### config.mk
export PLATFORM = sky130hd
export DESIGN_NAME = rf_writeback_scheduler
export DESIGN_NICKNAME = d
export VERILOG_FILES = /design/src/rtl/rf_writeback_scheduler.sv
export SDC_FILE = /design/constraint.sdc
export NUM_CORES = 1
export LEC_CHECK = 0
export ABC_AREA = 1
export CAP_MARGIN = 20
export CORE_MARGIN = 2
export CORE_UTILIZATION = 40
export DETAILED_ROUTE_END_ITERATION = 12
export PLACE_DENSITY = 0.77
export RECOVER_POWER = 25
export SLEW_MARGIN = 30
export SYNTH_ARGS = -nofsm -noshare
export SYNTH_HDL_FRONTEND = slang
export SYNTH_SLANG_ARGS = --single-unit
### constraint.sdc
create_clock -name clk -period 1.3 [get_ports clk]
set_input_delay 0.13 -clock clk [delete_from_list [all_inputs] [get_ports clk]]
set_output_delay 0.13 -clock clk [all_outputs]
set_load 0.005 [all_outputs]
### src/rtl/rf_writeback_scheduler.sv
// rf_writeback_scheduler
// Shares the single register-file write port between two writeback
// requesters (req0: ALU/branch-link, req1: load/memory). It also keeps a
// per-register pending-write scoreboard that stalls issue on RAW/WAW hazards.
//
// Ports:
//   clk, reset           clock, synchronous active-high reset
//   issue_valid/rs1/rs2/rd  instruction presented for issue
//   issue_stall          issue must hold this cycle (combinational)
//   reqN_valid/rd/data   writeback request N
//   reqN_ready           request N accepted this cycle (combinational grant)
//   rf_we/rf_rd/rf_din   registered register-file write port
//   pending              scoreboard bitmap, bit n = write to xn outstanding
module rf_writeback_scheduler #(
    parameter int unsigned XLEN       = 32,
    parameter int unsigned RESET_PRIO = 0
) (
    input  logic            clk,
    input  logic            reset,
    input  logic            issue_valid,
    input  logic [4:0]      issue_rs1,
    input  logic [4:0]      issue_rs2,
    input  logic [4:0]      issue_rd,
    output logic            issue_stall,
    input  logic            req0_valid,
    output logic            req0_ready,
    input  logic [4:0]      req0_rd,
    input  logic [XLEN-1:0] req0_data,
    input  logic            req1_valid,
    output logic            req1_ready,
    input  logic [4:0]      req1_rd,
    input  logic [XLEN-1:0] req1_data,
    output logic            rf_we,
    output logic [4:0]      rf_rd,
    output logic [XLEN-1:0] rf_din,
    output logic [31:0]     pending
);

    localparam int unsigned NREG = 32;

    // last_grant = index granted at the most recent accept; the other
    // requester wins the next contention. Reset value lets RESET_PRIO win.
    localparam logic LAST_RST = (RESET_PRIO == 0) ? 1'b1 : 1'b0;

    logic            last_grant;
    logic            grant0;
    logic            grant1;
    logic            wr_en;
    logic [4:0]      wr_rd;
    logic [XLEN-1:0] wr_data;
    logic            issue_fire;
    logic [NREG-1:0] pending_next;

    // Round-robin arbitration between the two writeback requesters
    always_comb begin
        grant0 = req0_valid & (~req1_valid | last_grant);
        grant1 = req1_valid & (~req0_valid | ~last_grant);
    end

    assign req0_ready = grant0;
    assign req1_ready = grant1;

    // Select the accepted write; rd=0 is consumed without writing
    always_comb begin
        wr_en   = 1'b0;
        wr_rd   = req0_rd;
        wr_data = req0_data;
        if (grant0) begin
            wr_en   = (req0_rd != 5'd0);
            wr_rd   = req0_rd;
            wr_data = req0_data;
        end else if (grant1) begin
            wr_en   = (req1_rd != 5'd0);
            wr_rd   = req1_rd;
            wr_data = req1_data;
        end
    end

    // Hazard stall from registered pending only; x0 never contributes
    always_comb begin
        issue_stall = issue_valid &
                      (((issue_rs1 != 5'd0) & pending[issue_rs1]) |
                       ((issue_rs2 != 5'd0) & pending[issue_rs2]) |
                       ((issue_rd  != 5'd0) & pending[issue_rd]));
    end

    assign issue_fire = issue_valid & ~issue_stall & (issue_rd != 5'd0);

    // Scoreboard update: clear on commit first so a same-edge set wins
    always_comb begin
        pending_next = pending;
        if (rf_we) begin
            pending_next[rf_rd] = 1'b0;
        end
        if (issue_fire) begin
            pending_next[issue_rd] = 1'b1;
        end
        pending_next[0] = 1'b0;
    end

    // Pointer, write-port register and scoreboard flops
    always_ff @(posedge clk) begin
        if (reset) begin
            last_grant <= LAST_RST;
            rf_we      <= 1'b0;
            rf_rd      <= 5'd0;
            rf_din     <= XLEN'(0);
            pending    <= 32'd0;
        end else begin
            if (grant0) begin
                last_grant <= 1'b0;
            end else if (grant1) begin
                last_grant <= 1'b1;
            end
            rf_we <= wr_en;
            if (wr_en) begin
                rf_rd  <= wr_rd;
                rf_din <= wr_data;
            end
            pending <= pending_next;
        end
    end

endmodule
After elaboration in Yosys (flattened, before gate mapping)
Cells that the tools add are included.
- register bits: 71
- output and inout bits: 73
- $lt $le $gt $ge: 6
- mux-type cells: 20
- bitwise operators: 19
- reduce and logical (&&, ||, !) cells: 8
- operators by type and width (kind ; number):
    32-bit two-way mux ; 4
    32-bit AND ; 1
    32-bit NOT ; 1
    32-bit OR ; 1
    5-bit nonzero test ; 5
    5-bit by 6-bit < comparator with 1-bit output (second input constant) ; 4
    1-bit binary-select mux with 5-bit select ; 3
    1-bit demux with 5-bit select ; 2
    5-bit by 1-bit greater-or-equal comparator with 1-bit output (second input constant) ; 2
    5-bit two-way mux ; 2
    1-bit two-way mux ; 9
    1-bit AND ; 8
    1-bit NOT ; 4
    1-bit OR ; 4
    1-bit logical AND ; 2
    2-bit nonzero test ; 1

Logic depth before layout (Yosys ltp)
Gate-level depths: netlist of the first run.
- depth after elaboration: 10
- gate-level depth with buffers: 17
- gate-level depth less buffers: 14

Worst setup path before layout of the first run
Ideal clock, no wire load.
- kind: in2out
- start: in issue_rs1[0]
- end: out issue_stall
- arrival time: 1.343 ns
- setup slack: -0.173 ns
- stages: 16
- buffers on the path: 3
- cell sequence: buf_2 inv_2 buf_2 nand2_1 nand2_1 nand2_1 nand2_1 nand2_1 nand2_1 inv_1 nand2_1 nand2_1 nand2_1 inv_2 buf_2 a21boi_1
- cells in the longest elaborated chain, start to end: 6
- elaborated cells on any way between the ends: 7
- those cells by class: 2 x mux; 4 x bitwise; 1 x reduce/logical
- ends and longest elaborated chain (what ; RTL line ; text):
    start: declaration ; 21 ; input logic [4:0] issue_rs1,
    1-bit binary-select mux with 5-bit select ; 82 ; (((issue_rs1 != 5'd0) & pending[issue_rs1]) |
    1-bit two-way mux (implied by the code) ; 82 ;
    1-bit AND * ; 82 ;
    1-bit OR * ; 82 ;
    1-bit OR * ; 83 ; ((issue_rs2 != 5'd0) & pending[issue_rs2]) |
    1-bit AND * ; 81 ; issue_stall = issue_valid &
    end: declaration ; 24 ; output logic issue_stall,
Every way passes the cells marked *; elsewhere a longest branch is shown, timed or not. The select of a mux whose other input is x is not followed.

Worst setup path after layout of the first run
- start: reg pending[23]
- end: out issue_stall
- cells in the longest elaborated chain, start to end: 6
- elaborated cells on any way between the ends: 12
- those cells by class: 6 x mux; 6 x bitwise
- ends and longest elaborated chain (what ; RTL line ; text):
    start: declaration ; 36 ; output logic [31:0] pending
    start signal: assignment ; 120 ; pending <= pending_next;
    1-bit binary-select mux with 5-bit select, on equally long branches ; 82, 83 ;
    1-bit two-way mux, on equally long branches ; 82, 83 ;
    1-bit AND, on equally long branches ; 82, 83 ;
    1-bit OR ; 82 ;
    1-bit OR * ; 83 ;
    1-bit AND * ; 81 ;
Marked as above.

==> run_results.csv, run 1 <==
group,metric,value,unit
sta,rsz0062_at_grt,"true",
detailed_routing,viasPerCell,5.61,
clock_tree,clkLatencyLatePin,0.37,ns
yosys,async_flop_share,0,
finish,finalNetCount,1032,
yosys,ys_types,27,
pwr,p_leak,3.49,nW
worst_hold_path,hold_path_class,"primary input to flip-flop",
placement,gp_congestion,0.944,
floorplan,core-area,0.0103,mm^2
yosys,syn_area_per_cell,6.18,um^2
yosys,ys_top_cells_by_area,"dfxtp_1 33%, nand2_1 18%, o21ai_0 7.5%",
finish,area_growth,83.5,%
finish,nFillCells,759,
detailed_routing,ant_nets,0,
global_route,grt_pass1_wl,29000,um
yosys,synth_edf_count,0,
setup_path,r2r_end,"pending[8]",
setup_path,start_kind,"flip-flop",
setup_path,rrSetupSlack,-0.46,ns
setup_path,critPathRequiredTime,1.17,ns
setup_path,crit_path_max_fanout,3,
pwr,power-per-cell-area,834,mW/mm^2
detailed_routing,vias,6056,
yosys,ys_seq_elements,70,
setup_path,r2r_cells,14,
yosys,synthTopCellsByCount,"204 x nand2_1, 70 x dfxtp_1, 63 x o21ai_0",
setup_path,critPathBufInv,3,
placement,portBuffers,165,
clock_tree,clockRootBuffer,"clkbuf_8",
yosys,yosysTopAreaCell,"dfxtp_1",
detailed_routing,drt_first_pass_iters,6,
yosys,ys_warn_count,0,
finish,multi_input_area,0.00278,mm^2
detailed_routing,drt_iter0_drc,674,
detailed_routing,wl_per_cell,18.4,um
clock_tree,cts_made_buffers,9,
yosys,synth_nets,775,
finish,stdcell_count,1079,
floorplan,num_io_pins,167,
finish,n_antenna_cell,0,
placement,hpwl,12500,um
worst_hold_path,hold_path_end,"rf_din[22]",
worst_hold_path,worstHoldStart,"req0_data[22]",
yosys,synth_top_area_share,0.333,
status,violations,"negative setup slack",
sta,fin_crit,1.79,ns
setup_path,cp_common_cell,"nand2_1",
setup_path,cpPeakStageDelay,0.33,ns
setup_path,worstPathCellList,"inv_2, nand2_2, nand3_1, nand2_1, nand2_1, nand2_1, inv_2, nand2_2, nand2_1, nand2_2, nor2_4, a21boi_2, buf_2",
sta,clock-skew-final,0.0169,ns
sta,tns,-24.40,ns
setup_path,r2r_start,"pending[23]",
sta,finalMaxSlewViolations,0,
setup_path,critPathArrivalTime,1.66,ns
yosys,synth.yosys.seq_area_share,0.333,
global_route,grt_usage,0.323,
finish,seqCellArea,0.00149,mm^2
detailed_routing,drc,0,
setup_path,critPathTopFamily,"simple AND/OR/NAND/NOR gates",
worst_hold_path,whs_path_depth,3,
status,status,"finished with violations",
clock_tree,clockBufferDepth,2,
clock_tree,htreeDepth,3,
yosys,syn_inst,681,
floorplan,die_y,107,um
sta,clock.fmax,559,MHz
yosys,syn_area,0.00421,mm^2
global_route,grt_remaining_overflow,0,
clock_tree,cts_tree,"built",
clock_tree,clock-sinks,70,
finish,drive_gt1_frac,0.285,
yosys,yosysMostFrequentCell,"nand2_1",
placement,postPlaceCellArea,0.00661,mm^2
sta,layout_setup_ws,-0.490,ns
floorplan,rows,37,
clock_tree,path_clk_slew,0.08,ns
finish,fin_util,0.752,
placement,placed_cells,1036,
setup_path,crit_path_end_kind,"primary output",
detailed_routing,finalWirelength,19900,um
sta,setup_viol,72,
floorplan,die_area,0.0114,mm^2
global_route,antenna_found_initial,0,
global_route,grt_pass1_vias,6032,
pwr,peakVddDrop,0.714,mV
floorplan,fp.dieW,107,um
global_route,grt_max_degree,32,
yosys,synth_ff_type,"dfxtp_1",
setup_path,crit_path_top_delay_cell,"dfxtp_2",
job,drv_cap,0,
floorplan,initial_core_util,0.410,
sta,period_share,1.38,
setup_path,crit_type,"flip-flop to primary output",
finish,fin_area,0.00772,mm^2
sta,hold_viol,0,
==> state kept, by name, indices dropped and copies added (netlist names) <==
name / cells
pending: 31
rf_din: 32
last_grant: 1
rf_we: 1
rf_rd: 5
==> layout by cell type, fill, tap and decap left out, types with 4 or more instances in the layout <==
cell type,netlist,layout
a21oi_1,39,33
a21oi_2,0,6
a311oi_1,11,6
a311oi_2,0,5
a31oi_1,25,17
a31oi_4,0,8
buf_12,0,9
buf_16,0,5
buf_4,2,85
buf_6,5,20
clkbuf_8,0,10
clkdlybuf4s50_1,0,85
dfxtp_1,70,35
dfxtp_2,0,19
dfxtp_4,0,16
dlygate4sd2_1,0,72
inv_1,53,43
inv_2,11,16
nand2_1,204,196
nand2_2,1,8
nand3_1,47,47
nand4_1,35,35
nor2_1,60,49
nor2_2,1,7
nor2_4,1,6
nor3_2,0,5
o21ai_0,63,39
o21ai_1,2,6
o21ai_2,0,16
o21ai_4,0,4
==> worst max-delay path by stage <==
| stage | start | to | slack [ns] | cells past startpoint |
|---|---|---|---|---|
| floorplan | issue_rd[0] | pending[15] | -0.11 | 14 |
| global placement | issue_rd[1] | issue_stall | -1.05 | 14 |
| detailed placement | issue_rd[1] | issue_stall | -1.02 | 14 |
| CTS | pending[30] | issue_stall | -0.48 | 10 |
| global route | pending[26] | issue_stall | -0.60 | 11 |
| finish | pending[23] | issue_stall | -0.49 | 13 |
==> logic make-up after synthesis <==
kind of cell / count (synthesis) / share of synthesized area
other: 1 / 0.000891
DFF: 70 / 0.333
and+or+nand+nor: 359 / 0.363
AOI/OAI and AO/OA: 147 / 0.197
buffers and inverters: 104 / 0.107
==> layout make-up <==
cell class	count	share of cell area
repair buffers	286	0.363
clock inverters	6	0.0110
clock buffers	10	0.0178
flip-flops and latches	70	0.192
well taps	136	0.0220
multi-input cells	507	0.360
inverters	64	0.0340
==> where the power goes <==
part	internal [mW]	switching, mW	total, mW
logic	1.01	1.02	2.03
clock network	1.13	0.918	2.04
registers	2.25	0.118	2.37
total	4.39	2.05	6.44
==> tightest hold or removal path, stage by stage <==
cell             delay (ns)
clkdlybuf4s50_1        0.39
nand2_1                0.07
a31oi_1                0.07
==> per-layer routing <==
metal  track usage  vias up  share of wire
li1              -     2803              -
met3        0.0809      100          0.097
met5             0        -              0
met2         0.581      408           0.49
met4         0.160        0          0.053
met1         0.349     2745           0.36
==> what timing repair did <==
action,CTS,global route
hold endpoints to repair,0,0
buffers inserted,24,6
cloned,9,2
endpoints found under the setup margin,141,72
gates resized for setup,238,76
hold buffers,0,0
pin swaps,17,21
==> stage by stage <==
step,power [mW],worst slack (ns),hold slack (ns)
2_1_floorplan,3.06,-0.108,0.259
3_3_place_gp,3.91,-1.05,0.481
3_5_place_dp,3.94,-1.02,0.488
4_1_cts,6.16,-0.475,0.327
5_1_grt,6.62,-0.604,0.355
6_report,6.44,-0.490,0.341
(Power assumes the default switching activity.)
==> run 2: changes to the inputs <==
GPL_TIMING_DRIVEN = 0   (was not set)
==> run_results.csv, run 2 (same netlist as run 1, synthesis figures left out) <==
group,metric,value,unit
setup_path,critPathArrivalTime,1.79,ns
finish,n_antenna_cell,0,
setup_path,start_kind,"flip-flop",
finish,largest_reg_flops,32,
pwr,pwr-share-seq,0.348,
detailed_routing,drt_first_pass_iters,6,
detailed_routing,drt_iter0_drc,565,
sta,period_share,1.48,
sta,layout_setup_ws,-0.621,ns
sta,hold_viol,0,
placement,post-place-ws,-1.46,ns
detailed_routing,ant_nets,0,
global_route,grt_usage,0.326,
placement,gp_congestion,0.908,
placement,placed_cells,977,
global_route,grt_max_degree,14,
finish,finalNetCount,997,
detailed_routing,route.top_layer_used,"met4",
global_route,grt_pass1_wl,29000,um
worst_hold_path,hold_path_class,"primary input to flip-flop",
finish,fin_area,0.00760,mm^2
setup_path,r2r_end,"pending[8]",
sta,relSlewSlack,0.511,
setup_path,crit_path_end_kind,"primary output",
setup_path,crit_path_max_fanout,4,
finish,final_common_cell,"nand2_1",
worst_hold_path,hold_path_end,"rf_rd[2]",
sta,rsz0062_at_grt,"true",
placement,postPlaceCellArea,0.00605,mm^2
clock_tree,htreeDepth,3,
status,status,"finished with violations",
finish,reg.largest.list,"rf_din x32, pending x31, rf_rd x5",
job,drv_cap,0,
finish,area_growth,80.4,%
detailed_routing,viasPerCell,5.77,
pwr,clockPowerShare,0.358,
pwr,power-per-cell-area,901,mW/mm^2
placement,portBuffers,160,
floorplan,core-area,0.0103,mm^2
global_route,grt_remaining_overflow,0,
setup_path,r2r_cells,12,
pwr,p_sw_frac,0.317,
floorplan,rows,37,
sta,fin_crit,1.92,ns
global_route,antenna_found_initial,0,
setup_path,critPathTopFamily,"simple AND/OR/NAND/NOR gates",
floorplan,die_area,0.0114,mm^2
clock_tree,path_clk_slew,0.09,ns
clock_tree,cts_made_buffers,9,
setup_path,worstPathCellList,"inv_2, nand2_1, nand3_2, nand2_2, nand2_1, nand2_1, inv_2, nand2_1, nand2_1, nand2_2, nor2_4, buf_6, a21boi_2, buf_2",
setup_path,cpPeakStageDelay,0.38,ns
setup_path,r2r_start,"pending[27]",
clock_tree,cts_tree,"built",
setup_path,cp_common_cell,"nand2_1",
finish,drive_gt1_frac,0.311,
detailed_routing,dr_wl_met2,10700,um
setup_path,critPathBufInv,4,
finish,regMostFlops,"rf_din",
setup_path,crit_path_top_delay_cell,"dfxtp_4",
floorplan,initial_core_util,0.410,
setup_path,critPathRequiredTime,1.17,ns
worst_hold_path,worstHoldStart,"req0_rd[2]",
detailed_routing,drc,0,
clock_tree,clkLatencyLatePin,0.37,ns
finish,final_cell_mix,"190 x nand2_1, 79 x clkdlybuf4s50_1, 77 x dlygate4sd2_1",
sta,hold_ws,0.195,ns
detailed_routing,vias,6028,
sta,finalMaxSlewViolations,0,
finish,fin_util,0.739,
detailed_routing,finalWirelength,21000,um
clock_tree,clockBufferDepth,2,
worst_hold_path,whs_path_depth,3,
detailed_routing,wl_met3,1760,um
sta,clock-skew-final,0.0126,ns
clock_tree,clockRootBuffer,"clkbuf_8",
clock_tree,clock-sinks,70,
pwr,p_switching,2.17,mW
sta,setup_viol,70,
setup_path,rrSetupSlack,-0.52,ns
sta,worstMarginPinSlew,0.733,ns
detailed_routing,wl_per_cell,20.1,um
status,violations,"negative setup slack",
floorplan,fp.dieW,107,um
pwr,p_leak,3.30,nW
finish,stdcell_count,1044,
global_route,grt_pass1_vias,5713,
clock_tree,cts-hold-fix-buffers,0,
pwr,peakVddDrop,0.685,mV
pwr,internal_power,4.67,mW
floorplan,num_io_pins,167,
floorplan,die_y,107,um
pwr,p_comb_frac,0.294,
placement,hpwl,13100,um
detailed_routing,wl_met1,7440,um
setup_path,crit_type,"flip-flop to primary output",
sta,clock.fmax,520,MHz
[run 2: layer usage]
metal  track usage  vias up
met5             0        -
met4         0.130        0
met3        0.0845      103
met2         0.596      398
met1         0.359     2788
li1              -     2739
[run 2: repair_timing]
| item | CTS | global route |
|---|---|---|
| endpoints found under the hold margin | 0 | 0 |
| pin swaps | 15 | 30 |
| resized for setup | 277 | 126 |
| endpoints found under the setup margin | 141 | 73 |
| gates cloned | 7 | 2 |
| buffers inserted | 40 | 5 |
[run 2: layout make-up]
| type | instances | area (um^2) |
|---|---|---|
| Sequential cell | 70 | 1500 |
| Clock inverter | 7 | 145 |
| Buffer | 38 | 404 |
| Clock buffer | 9 | 124 |
| Inverter | 64 | 253 |
| Fill cell | 772 | 2680 |
| Tap cell | 136 | 170 |
| Multi-Input combinational cell | 507 | 3030 |
| Timing Repair Buffer | 213 | 1970 |
[run 2: power groups by stage]
stage	Combinational, mW	Sequential, mW	Clock (mW)
after global routing	2.12	2.40	2.51
after detailed placement	1.44	2.41	0
after floorplan	0.656	2.41	0
after CTS	1.69	2.36	2.38
final	2.01	2.38	2.45
after global placement	1.43	2.41	0
[run 2: how the worst max path moves through the flow]
stage	cells past startpoint	slack, ns	start	endpoint
after floorplan	14	-0.11	issue_rd[0]	pending[15]
after global placement	13	-1.49	issue_rd[1]	issue_stall
after detailed placement	13	-1.46	issue_rd[1]	issue_stall
after CTS	12	-0.60	pending[20]	issue_stall
after global routing	14	-0.71	pending[22]	issue_stall
final	14	-0.62	pending[6]	issue_stall
[run 2: through the flow]
stage               setup TNS [ns]  total power, mW
global placement            -54.27             3.84
detailed placement          -55.91             3.85
global route                -27.89             7.03
CTS                         -18.13             6.42
finish                      -24.72             6.84
floorplan                    -2.75             3.06
[run 2: tightest hold or removal path, cell delays in order]
cell           delay [ns]
dlygate4sd2_1        0.25
nand2_1              0.07
a31oi_1              0.08
==> run 3: changes to the inputs <==
ABC_AREA = not set   (was 1)
==> run_results.csv, run 3 <==
group,metric,value,unit
status,status,"finished with violations",
status,violations,"negative setup slack",
clock_tree,cts-hold-fix-buffers,0,
setup_path,critPathArrivalTime,2.51,ns
setup_path,critPathTopFamily,"compound AO/OA/AOI/OAI gates",
clock_tree,clockBufferDepth,2,
finish,final_cell_mix,"77 x clkdlybuf4s50_1, 69 x dlygate4sd2_1, 42 x nor2_1",
yosys,yosysMostFrequentCell,"dfxtp_1",
global_route,grt.busiest_layer,"met2",
job,drv_cap,0,
global_route,use_met1,0.330,
worst_hold_path,worstHoldStart,"req1_rd[2]",
floorplan,die_area,0.0111,mm^2
detailed_routing,ant_nets,0,
finish,n_antenna_cell,0,
pwr,pwr-share-seq,0.372,
setup_path,r2r_cells,7,
detailed_routing,drt_iter0_drc,254,
placement,postPlaceCellArea,0.00615,mm^2
global_route,met3_usage,0.0699,
setup_path,rrSetupSlack,-0.94,ns
detailed_routing,vias,4649,
yosys,yosysTopAreaCell,"dfxtp_1",
pwr,clockPowerShare,0.330,
yosys,ys_seq_elements,70,
global_route,grt_usage,0.297,
floorplan,core-area,0.0101,mm^2
pwr,internal_power,4.37,mW
placement,portBuffers,160,
setup_path,r2r_end,"pending[13]",
clock_tree,path_clk_slew,0.09,ns
finish,reg.largest.list,"rf_din x32, pending x31, rf_rd x5",
placement,gp_congestion,0.886,
detailed_routing,finalWirelength,17000,um
sta,hold_viol,0,
global_route,grt_remaining_overflow,0,
worst_hold_path,hold_path_end,"rf_rd[2]",
setup_path,worstPathCellList,"mux4_2, a22o_1, a31oi_2, o2111a_4, buf_4, nand4_4, o21ai_2",
yosys,syn_inst,456,
yosys,syn_area,0.00412,mm^2
detailed_routing,wl_per_cell,21.0,um
setup_path,critPathRequiredTime,1.58,ns
finish,finalNetCount,766,
global_route,grt_pass1_wl,25600,um
sta,hold_ws,0.141,ns
global_route,antenna_found_initial,0,
sta,worstMarginPinSlew,0.741,ns
setup_path,critPathBufInv,1,
yosys,syn_area_per_cell,9.03,um^2
sta,finalMaxSlewViolations,0,
setup_path,crit_path_max_fanout,8,
setup_path,crit_type,"flip-flop to flip-flop",
sta,fin_crit,2.24,ns
pwr,p_switching,1.85,mW
pwr,peakVddDrop,0.583,mV
finish,final_common_cell,"clkdlybuf4s50_1",
finish,fin_area,0.00738,mm^2
sta,period_share,1.72,
pwr,power-per-cell-area,842,mW/mm^2
global_route,grt_pass1_vias,4752,
sta,tns,-32.15,ns
yosys,synth_top_area_share,0.340,
floorplan,initial_core_util,0.406,
detailed_routing,viasPerCell,5.72,
clock_tree,clkLatencyLatePin,0.36,ns
clock_tree,clockRootBuffer,"clkbuf_8",
clock_tree,cts_tree,"built",
setup_path,start_kind,"flip-flop",
setup_path,crit_path_end_kind,"flip-flop",
clock_tree,htreeDepth,3,
sta,setup_viol,71,
pwr,p_comb_frac,0.297,
worst_hold_path,hold_path_class,"primary input to flip-flop",
clock_tree,cts_made_buffers,9,
floorplan,die_y,105,um
yosys,async_flop_share,0,
detailed_routing,drt_first_pass_iters,5,
setup_path,crit_path_top_delay_cell,"mux4_2",
placement,hpwl,11100,um
sta,layout_setup_ws,-0.936,ns
finish,drive_gt1_frac,0.369,
worst_hold_path,whs_path_depth,3,
global_route,grt_max_degree,13,
yosys,synth.yosys.seq_area_share,0.340,
yosys,synth_nets,550,
global_route,grt_use_met2,0.544,
yosys,ys_types,44,
finish,area_growth,79.4,%
clock_tree,clock-sinks,70,
detailed_routing,drc,0,
floorplan,num_io_pins,167,
yosys,ys_warn_count,0,
setup_path,r2r_start,"pending[19]",
sta,clock.fmax,447,MHz
pwr,p_leak,3.03,nW
floorplan,rows,37,
sta,relSlewSlack,0.506,
yosys,synth_ff_type,"dfxtp_1",
finish,largest_reg_flops,32,
finish,regMostFlops,"rf_din",
sta,rsz0062_at_grt,"true",
sta,clock-skew-final,0.0135,ns
yosys,ys_top_cells_by_area,"dfxtp_1 34%, mux2i_1 15%, a211oi_1 6.7%",
yosys,synth_edf_count,0,
pwr,p_sw_frac,0.297,
setup_path,cpPeakStageDelay,0.48,ns
floorplan,fp.dieW,105,um
yosys,synthTopCellsByCount,"70 x dfxtp_1, 62 x mux2i_1, 46 x nor2_1",
finish,fin_util,0.728,
-- run 3: how the worst max path moves through the flow --
stage                       from          end  cells past startpoint
floorplan            pending[19]  pending[13]                      6
global placement     issue_rd[1]  issue_stall                      8
detailed placement  issue_rs1[1]  issue_stall                      8
CTS                   pending[8]  issue_stall                      6
global route         pending[13]  issue_stall                      6
finish               pending[19]  pending[13]                      7
-- run 3: per-stage QoR --
stage | instances | setup WS [ns] | total power, mW
after floorplan | 456 | -0.469 | 3.16
after global placement | 752 | -1.58 | 3.87
after detailed placement | 752 | -1.61 | 3.90
after CTS | 815 | -0.949 | 6.09
after global routing | 813 | -0.999 | 6.44
final | 813 | -0.936 | 6.22
-- run 3: timing repair --
action / in CTS / in global routing
setup endpoints to repair: 141 / 73
gates resized for setup: 258 / 65
buffers inserted: 41 / 2
gates cloned: 6 / 0
pin swaps: 31 / 19
-- run 3: logic make-up after synthesis --
group                  after synthesis  synth area share
buffers and inverters               44            0.0480
multiplexers                        76             0.225
AO/OA/AOI/OAI                      110             0.174
other                                1          0.000911
AND/OR/NAND/NOR                    155             0.212
flip-flops                          70             0.340
-- run 3: layout make-up --
type                    instances  area [um^2]
repair buffers                206         2010
clock inverters                 5         81.3
multi-input cells             342         3070
well taps                     136          170
inverters                       7         26.3
plain buffers                  36          350
fillers                       693         2760
clock buffers                  11          141
flip-flops and latches         70         1530
-- run 3: power by group through the flow --
stage               sequential [mW]  combinational, mW  clock, mW
finish                         2.32               1.85       2.05
CTS                            2.31               1.74       2.04
floorplan                      2.41              0.744          0
detailed placement             2.41               1.49          0
global placement               2.41               1.46          0
global route                   2.33               1.95       2.16
-- run 3: worst register-to-register path: stages, from the launching register on --
cell	delay, ns
dfxtp_4	0.36
mux4_2	0.48
a22o_1	0.26
a31oi_2	0.19
o2111a_4	0.25
buf_4	0.17
nand4_4	0.22
o21ai_2	0.23
-- run 3: metal layers --
metal | vias up | wire, um
met5 | - | 0
met4 | 0 | 732
met3 | 57 | 1160
met2 | 226 | 8780
met1 | 2243 | 6370
li1 | 2123 | -
==> edit 1 (config.mk and constraints of run 2) <==
Change the parameter `XLEN` from 32 to 36.
--- a/src/rtl/rf_writeback_scheduler.sv
+++ b/src/rtl/rf_writeback_scheduler.sv
@@ -12,7 +12,7 @@
 //   rf_we/rf_rd/rf_din   registered register-file write port
 //   pending              scoreboard bitmap, bit n = write to xn outstanding
 module rf_writeback_scheduler #(
-    parameter int unsigned XLEN       = 32,
+    parameter int unsigned XLEN       = 36,
     parameter int unsigned RESET_PRIO = 0
 ) (
     input  logic            clk,
Interface: changed (resized req0_data, req1_data and rf_din); port bits go from 167 to 179. The function was not compared with the original's and may differ.
==> edit 1 against run 2 <==
- the run still ends with setup timing left
- cell area fell by 1.5%
- sequential cell count up 4
- synthesized area rose by 3.2%
- worst setup slack gained 0.0035 ns
- sequential share of layout area is 1.4 points higher
- global-route usage shrank 0.82 points
- routed wire length down 10%
- die area up 3.1%
- synthesized cell count increased by 3.2%
- worst hold slack got worse by 0.026 ns
- power up 1.1%
- count of clock-buffer cells in the layout grew 1
- largest power group is now sequential cells
==> edit 1: results (changes against run 2) <==
| Metric | Value |
|---|---|
| Leak | `3.32 nW (was 3.30 nW)` |
| WL/cell | `17.5 µm (was 20.1 µm)` |
| FF-to-FF End | `pending[26] (was pending[8])` |
| Setup ws final | `-0.618 ns (was -0.621 ns)` |
| Tot GR Track Use | `31.8% (was 32.6%)` |
| Max VDD drop | `0.944 mV (was 0.685 mV)` |
| Commonest cells in the synthesized netlist | `220 x nand2_1, 74 x dfxtp_1, 49 x nand3_1 (was 204 x nand2_1, 70 x dfxtp_1, 63 x o21ai_0)` |
| Clk Latency, worst-skew pair | `0.35 ns (was 0.37 ns)` |
| IO Port Bufs | `172 (was 160)` |
| Worst Hold Launch | `reset (was req0_rd[2])` |
| 1st-iter DRT viols | `524 (was 565)` |
| Worst Reg2Reg Path Length in Cells | `16 (was 12)` |
| Final setup fails | `73 (was 70)` |
| Min-Delay Endpoint | `rf_we (was rf_rd[2])` |
| Status | `complete, but fails checks (unchanged)` |
| CP Max Fanout | `2 (was 4)` |
| Sequential share of the synthesized area | `34.1% (was 33.3%)` |
| Final Wtd Congestion | `0.955 (was 0.908)` |
| R2R Path Start | `pending[17] (was pending[27])` |
| Hold path depth | `2 (was 3)` |
| Synth area leaders | `dfxtp_1 34%, nand2_1 19%, a31oi_1 6.0% (was dfxtp_1 33%, nand2_1 18%, o21ai_0 7.5%)` |
| Failing checks | `setup timing (unchanged)` |
| Setup TNS | `-22.69 ns (was -24.72 ns)` |
| Clock skew | `0.00935 ns (was 0.0126 ns)` |
| Unique masters post-synth | `25 (was 27)` |
| Synthesized Nets | `805 (was 775)` |
-- edit 1: timing repair --
action,CTS,global route
gates cloned,8,0
setup buffers,37,4
pin swaps,34,21
setup endpoints to repair,148,78
resized for setup,286,34
-- edit 1: report_power, final --
part           leakage [nW]  switching, mW  internal [mW]
sequential            0.632          0.135           2.39
clock                 0.133          0.924           1.53
combinational          2.55          0.995          0.948
total                  3.32           2.05           4.86
-- edit 1: worst max-delay path by stage --
stage,startpoint,end
after global routing,pending[27],issue_stall
after detailed placement,issue_rd[1],issue_stall
after floorplan,issue_rd[0],pending[22]
after global placement,issue_rd[1],issue_stall
after CTS,pending[5],issue_stall
final,pending[3],issue_stall
-- edit 1: through the flow --
stage          hold WS [ns]  total power, mW  utilization (%)  area (µm²)  instances
6_report              0.170             6.92             69.9        7480       1075
3_5_place_dp          0.490             4.19             59.5        6360       1015
3_3_place_gp          0.461             4.17             59.5        6360       1015
2_1_floorplan         0.251             3.32                -        4470        703
4_1_cts               0.125             6.83             69.4        7430       1076
5_1_grt               0.175             7.17             69.9        7480       1075
-- edit 1: final cells by class --
cell class / count / area [µm²]
inverter: 59 / 234
timing repair buffer: 217 / 2020
fill: 858 / 3220
buffer: 41 / 357
clock inverter: 6 / 136
tap: 140 / 175
sequential: 74 / 1590
clock buffer: 10 / 138
multi-input combinational: 528 / 2840
-- edit 1: kinds of logic (layout without fill, tap and decap cells) --
family	count (synthesis)	after routing	synth area share [%]
and+or+nand+nor	364	365	35.4
AOI/OAI and AO/OA	162	162	20.4
buffers and inverters	102	333	10.1
DFF	74	74	34.1
other	1	1	0.0863
-- edit 1: layer usage --
layer | vias up | wire length (µm) | share of wire [%] | GRT usage (%)
met5 | - | 0 | 0 | 0
met4 | 0 | 1010 | 5.4 | 19.9
met3 | 83 | 1590 | 8.5 | 6.69
met2 | 348 | 9200 | 49 | 55.8
met1 | 2769 | 6960 | 37 | 35.0
li1 | 2826 | - | - | -
-- edit 1: critical path: cells and delay by family (launching register included) --
kind,cells,cell delay [ns]
AOI/OAI and AO/OA,1,0.12
buffers and inverters,5,0.35
DFF,1,0.38
and+or+nand+nor,8,0.58
==> edit 2 (config.mk and constraints of run 2) <==
Made on the original files. Reset style: asynchronous (`reset`), changed in one clocked block. Comments in the files are not updated.
--- a/src/rtl/rf_writeback_scheduler.sv
+++ b/src/rtl/rf_writeback_scheduler.sv
@@ -99,7 +99,7 @@
     end
 
     // Pointer, write-port register and scoreboard flops
-    always_ff @(posedge clk) begin
+    always_ff @(posedge clk or posedge reset) begin
         if (reset) begin
             last_grant <= LAST_RST;
             rf_we      <= 1'b0;
Check against the original RTL: differs if reset is asserted again (counterexample within 4 cycles, from zero or initial values and one cycle with reset high); with reset held inactive, the same outputs for 4 cycles.
==> edit 2 against run 2 <==
- clock skew fell by 0.0085 ns
- fmax rose by 1.5%
- the flow still finishes with violations (setup timing)
- worst setup slack improved by 0.028 ns
- critical path depth did not move
- global-route usage fell by 5.7 points
- final cell count rose by 7.8%
- synthesized area rose by 10%
- routed wire length fell by 17%
- sequential cell count did not move
- worst hold slack improved by 0.073 ns
- cell area rose by 0.40%
Power is not compared: it rests on default switching activity, and its combinational part moved more than twofold at a synthesized area within 25%.
==> edit 2: results (changes against run 2) <==
| Metric | Value |
|---|---|
| R2R Path Start | `pending[20] (was pending[27])` |
| First-pass GRT wire length | `27,100 µm (was 29,000 µm)` |
| CP Max Fanout | `10 (was 4)` |
| Min-Delay Endpoint | `rf_rd[3] (was rf_rd[2])` |
| Clock slew at reported path FFs | `0.05 ns (was 0.09 ns)` |
| Setup ws final | `-0.593 ns (was -0.621 ns)` |
| Async SR Flop Fraction | `100% (was 0%)` |
| Hold WS | `0.268 ns (was 0.195 ns)` |
| Setup TNS | `-27.13 ns (was -24.72 ns)` |
| DRT Pass-1 Iters | `5 (was 6)` |
| Fillers | `988 (was 772)` |
| Layout cell share with drive strength beyond 1 | `22.3% (was 31.1%)` |
| Final setup fails | `102 (was 70)` |
| Hold path depth | `5 (was 3)` |
| R2r setup slk | `-0.47 ns (was -0.52 ns)` |
| Status | `complete, but fails checks (unchanged)` |
| Post-DP HPWL | `12,300 µm (was 13,100 µm)` |
| Failing checks | `setup timing (unchanged)` |
| Critical path arrival | `1.76 ns (was 1.79 ns)` |
| Post-Synthesis Cells | `743 (was 681)` |
| Critical Path Start | `issue_rs1[1] (was pending[6])` |
| Synth area leaders | `dfrtp_1 37%, nand2_1 27%, nand3_1 8.4% (was dfxtp_1 33%, nand2_1 18%, o21ai_0 7.5%)` |
| FF-to-FF End | `pending[14] (was pending[8])` |
| WL/cell | `15.4 µm (was 20.1 µm)` |
| CP top delay family | `buffers and inverters (was simple AND/OR/NAND/NOR gates)` |
| 1st-iter DRT viols | `439 (was 565)` |
edit 2: changes by cell type after synthesis, moves of 24 or more:
cell / before / now
nand3_1: 47 / 78
dfrtp_1: 0 / 69
dfxtp_1: 70 / 0
a31oi_1: 25 / 1
a21oi_1: 39 / 8
nand2_1: 204 / 336
edit 2: power groups by stage:
stage               sequential, mW  combinational, mW  clock (mW)
global route                  3.79               5.90        2.61
floorplan                     3.50               2.05           0
CTS                           3.60               5.06        2.51
finish                        3.71               5.40        2.49
global placement              3.74               4.26           0
detailed placement            3.74               4.33           0
edit 2: layer usage:
layer / part of all wire, % / GRT usage [%]
met1: 39 / 31.8
met2: 50 / 47.3
met3: 9.3 / 7.62
met4: 2.1 / 8.72
met5: 0 / 0
edit 2: cell type report:
class,count,area share [%]
Timing Repair Buffer,223,27.2
Clock buffer,12,3.36
Buffer,36,4.18
Multi-Input combinational cell,573,35.9
Tap cell,143,2.35
Inverter,64,3.23
Sequential cell,70,23.2
Clock inverter,4,0.591
edit 2: cells by family after synthesis:
logic type	synth area share [%]
flops	37.7
compound gates	6.84
buf+inv	9.61
other cells	0.0807
simple gates	45.7
edit 2: through the flow:
step                worst slack (ns)  cell area (µm²)  total power [mW]
floorplan                    -0.0922             4770              5.55
global placement               -1.46             6570              7.99
global route                  -0.650             7630              12.3
detailed placement             -1.52             6610              8.07
CTS                           -0.525             7480              11.2
finish                        -0.593             7630              11.6
edit 2: timing repair:
| item | CTS | global route |
|---|---|---|
| pin swaps | 10 | 12 |
| gates resized for setup | 196 | 58 |
| endpoints found under the setup margin | 141 | 80 |
| gates cloned | 6 | 0 |
| setup buffers | 47 | 7 |
